[src/rtl/if_stage.sv]
// Instruction-fetch stage: PC register plus a FETCH/HOLD controller that parks
// a returned instruction while the pipeline is stalled, and handles redirects.
module if_stage #(
  parameter logic [31:0] RESET_PC = 32'h0000_0000
) (
  input  logic        clk,
  input  logic        rst,
  input  logic        PCWrite,
  input  logic        Branch,
  input  logic [31:0] BranchAddr,
  input  logic        Jump,
  input  logic [31:0] JumpAddr,
  output logic        imem_req,
  output logic [31:0] imem_addr,
  input  logic        imem_ready,
  input  logic [31:0] imem_rdata,
  output logic [31:0] PCPlusOut,
  output logic [31:0] InstOut,
  output logic        IF_ID_Write,
  output logic        IF_ID_Flush
);

  typedef enum logic {FETCH, HOLD} state_t;

  state_t      state, state_nxt;
  logic [31:0] pc, pc_nxt;
  logic [31:0] hold_buf, hold_nxt;
  logic [31:0] pc_plus4;
  logic [31:0] target;
  logic        redirect;

  assign pc_plus4  = pc + 32'd4;
  assign redirect  = Branch | Jump;
  assign target    = Branch ? BranchAddr : JumpAddr;
  assign imem_addr = pc;
  assign PCPlusOut = pc_plus4;

  always_ff @(posedge clk or posedge rst) begin
    if (rst) begin
      pc       <= RESET_PC;
      state    <= FETCH;
      hold_buf <= '0;
    end else begin
      pc       <= pc_nxt;
      state    <= state_nxt;
      hold_buf <= hold_nxt;
    end
  end

  always_comb begin
    state_nxt   = state;
    pc_nxt      = pc;
    hold_nxt    = hold_buf;
    IF_ID_Write = 1'b0;
    IF_ID_Flush = 1'b0;
    imem_req    = (state == FETCH) && !rst;
    InstOut     = (state == HOLD) ? hold_buf : imem_rdata;

    // Reset gates every control output; redirect outranks any stall.
    if (!rst) begin
      if (redirect) begin
        pc_nxt      = target & ~32'd3;
        state_nxt   = FETCH;
        IF_ID_Write = 1'b1;
        IF_ID_Flush = 1'b1;
      end else begin
        case (state)
          FETCH: begin
            if (imem_ready) begin
              if (PCWrite) begin
                IF_ID_Write = 1'b1;
                pc_nxt      = pc_plus4;
              end else begin
                hold_nxt  = imem_rdata;
                state_nxt = HOLD;
              end
            end else if (PCWrite) begin
              IF_ID_Write = 1'b1;
              IF_ID_Flush = 1'b1;
            end
          end
          HOLD: begin
            if (PCWrite) begin
              IF_ID_Write = 1'b1;
              pc_nxt      = pc_plus4;
              state_nxt   = FETCH;
            end
          end
          default: state_nxt = FETCH;
        endcase
      end
    end
  end

endmodule
[config.mk]
export PLATFORM = sky130hd
export DESIGN_NAME = if_stage
export DESIGN_NICKNAME = d
export VERILOG_FILES = /design/src/rtl/if_stage.sv
export SDC_FILE = /design/constraint.sdc
export NUM_CORES = 1
export LEC_CHECK = 0
export ABC_AREA = 1
export BUFFER_PORTS_ARGS = -buffer_cell sky130_fd_sc_hd__buf_2
export CAP_MARGIN = 25
export CORE_MARGIN = 2
export CORE_UTILIZATION = 48
export CTS_CLUSTER_SIZE = 30
export DETAILED_ROUTE_END_ITERATION = 12
export GPL_TIMING_DRIVEN = 0
export PLACE_DENSITY_LB_ADDON = 0.1
export SYNTH_ARGS = -nofsm -noshare
export SYNTH_HDL_FRONTEND = slang
export SYNTH_SLANG_ARGS = --single-unit
export TNS_END_PERCENT = 30
[constraint.sdc]
create_clock -name clk -period 2.6 [get_ports clk]
set_input_delay 0.13 -clock clk [delete_from_list [all_inputs] [get_ports clk]]
set_output_delay 0.13 -clock clk [all_outputs]
set_load 0.05 [all_outputs]
==> impl_metrics.json <==
{
  "yosysMostFrequentCell": "nand2_1",
  "drc": 0,
  "seq_power_share": 0.322,
  "p_leak_nw": 3.10,
  "fmax_mhz": 430,
  "gp_congestion": 0.952,
  "tightestPinTransition_ns": 0.650,
  "fin_area_um2": 5710,
  "fill_cells": 843,
  "num_rows": 34,
  "syn-cell-area_um2": 4320,
  "final_cells": 990,
  "p_total_mw": 4.19,
  "p_int_mw": 2.27,
  "cp_data_arrival_time_ns": 2.19,
  "critPathMaxFanout": 5,
  "core-area_um2": 8720,
  "antenna_found_initial": 0,
  "p_sw_mw": 1.93,
  "postCtsSetupBuffers": 0,
  "sw_frac_of_total": 0.460,
  "ys_seq_area_frac": 0.365,
  "postRouteAntennaNets": 0,
  "numCtsBuffers": 9,
  "fin_nets": 980,
  "clkTransAtPathRegs_ns": 0.08,
  "ys.flop_type": "dfrtp_1",
  "drive_gt1_frac": 0.281,
  "cts_resized": 0,
  "numPortBuffers": 191,
  "finClkSkew_ns": 0.00974,
  "die_h_um": 98.9,
  "power_density_nw_per_um2": 734,
  "clkSinkCount": 63,
  "grt_usage": 0.290,
  "areaGrowthSynthToFinish_pct": 32.3,
  "routed_wl_um": 13900,
  "hold_viol_final": 0,
  "syn_avg_cell_area_um2": 6.46,
  "dpl_cell_area_um2": 5450,
  "cts_tree": "yes",
  "maxSlewViolCount": 0,
  "clkPwrFrac": 0.265,
  "grt_pass1_vias": 4792,
  "grt_overflow": 0,
  "rsz0062_at_grt": "false",
  "power_frac_comb": 0.413,
  "start_util": 0.495,
  "wl_per_cell_um": 14.1,
  "fp.dieW_um": 98.9,
  "period_needed_ns": 2.32,
  "pin_count": 201,
  "synth_top_area_frac": 0.365,
  "clk-insertion-delay-late_ns": 0.35,
  "critPathKind": "register to output pin",
  "cap_violations": 0,
  "synth-edff-count": 0,
  "hold_class": "input port to register",
  "maxSlewHeadroom": 0.564,
  "vias_per_cell": 5.01,
  "synth_warnings": 0,
  "min_period_over_period": 0.894,
  "ys_ff_latch": 63,
  "yosysUniqueCellTypes": 30,
  "grt_max_degree": 37,
  "num_vias": 4963,
  "ff_latch_area_um2": 1580,
  "drtIter0Drc": 227,
  "drt_pass1_iterations": 5,
  "synth_cells": 669,
  "multiInputGateArea_um2": 2300,
  "synth_common_cells": "255 x nand2_1, 89 x o21ai_0, 69 x inv_1, 63 x dfrtp_1, 44 x nor2_1",
  "grt_pass1_wl_um": 22700,
  "synth_area_leaders": "dfrtp_1 36%, nand2_1 22%, o21ai_0 10%",
  "synth-async-reset-ratio": 1.00,
  "hpwlAfterDp_um": 10700,
  "dieArea_um2": 9780,
  "finalSetupViolations": 0,
  "clock_path_buffers": 2,
  "crit_path_start_kind": "register",
  "worstPathRequired_ns": 2.47,
  "htreeDepth": 3,
  "status": "complete, no violations",
  "vdd_drop_max_mv": 0.401,
  "crit_path_end_kind": "output pin",
  "dp_cells": 972,
  "synth_top_area_cell": "dfrtp_1",
  "whs_ns": 0.0322,
  "clockRootBuffer": "clkbuf_8",
  "num_antenna_cells": 0
}
==> worst max-delay path, stage by stage, from the launching register on <==
cell	delay, ns
dfrtp_1	0.42
ha_1	0.23
nand2_1	0.08
nor2_2	0.19
nand2_1	0.13
nor2_1	0.30
nand3_1	0.16
nand2_1	0.10
buf_2	0.25
==> power groups by stage <==
stage	clock (mW)	sequential [mW]	combinational (mW)
3_5_place_dp	0	1.36	1.73
5_1_grt	1.15	1.38	1.87
3_3_place_gp	0	1.35	1.71
2_1_floorplan	0	1.59	1.08
6_report	1.11	1.35	1.73
4_1_cts	1.12	1.35	1.74
==> registers in the layout (all words and copies together), names as in the netlist <==
signal     flops
imem_addr     30
hold_buf      32
state          1
==> through the flow <==
step | util | setup WS (ns) | TNS, ns
after global routing | 0.655 | 0.0812 | 0
after detailed placement | 0.625 | 0.377 | 0
final | 0.655 | 0.276 | 0
after CTS | 0.655 | 0.178 | 0
after floorplan | - | 0.0893 | 0
after global placement | 0.622 | -0.195 | -3.97
==> placed cells by master, fill, tap and decap left out, drive strengths merged <==
master,n
nor2,51
dfrtp,63
bufinv,3
conb,4
o22ai,4
buf,212
clkinv,1
nand3,41
dlygate4sd3,1
ha,1
o21ai,101
nand2,258
clkbuf,23
inv,73
o31ai,1
and2,3
nand4,1
clkinvlp,3
a21oi,23
xor2,5
mux2i,8
xnor2,2
==> final cells by class <==
type	count	area share
timing repair inverter	1	0.000876
inverter	73	0.0490
timing repair buffer	193	0.173
clock inverter	6	0.0201
tap	108	0.0236
sequential	63	0.276
clock buffer	10	0.0241
buffer	33	0.0304
multi-input combinational	503	0.403
==> cell families after synthesis <==
group | after synthesis | share of synthesized area
AO/OA/AOI/OAI | 129 | 0.161
XOR/XNOR | 7 | 0.0142
adder cells (fa/ha/maj) | 1 | 0.00290
buffers and inverters | 106 | 0.104
flip-flops | 63 | 0.365
multiplexers | 8 | 0.0185
other | 1 | 0.000868
AND/OR/NAND/NOR | 354 | 0.334
==> repair_timing <==
item,in CTS,in global routing
hold buffers,1,0
setup endpoints to repair,0,4
endpoints found under the hold margin,28,0
==> worst paths after layout <==
| path | startpoint | endpoint | cells after the start | slack, ns |
|---|---|---|---|---|
| setup / recovery | imem_addr[2] | PCPlusOut[24] | 8 | 0.28 |
| hold / removal | imem_rdata[19] | hold_buf[19] | 3 | 0.03 |
| setup reg to reg | imem_addr[2] | imem_addr[24] | 10 | 0.78 |
| hold reg to reg | hold_buf[17] | hold_buf[17] | 2 | 0.49 |
| max in group asynchronous | rst | imem_addr[19] | 4 | 1.70 |
| min in group asynchronous | rst | hold_buf[9] | 3 | 0.39 |
==> per-layer routing <==
layer | share of wire | vias to the layer above | track usage
met5 | 0 | - | 0
met4 | 0.019 | 0 | 0.0917
met3 | 0.076 | 23 | 0.0582
met2 | 0.49 | 189 | 0.498
met1 | 0.42 | 2226 | 0.367
li1 | - | 2525 | -
(Power assumes the default switching activity.)
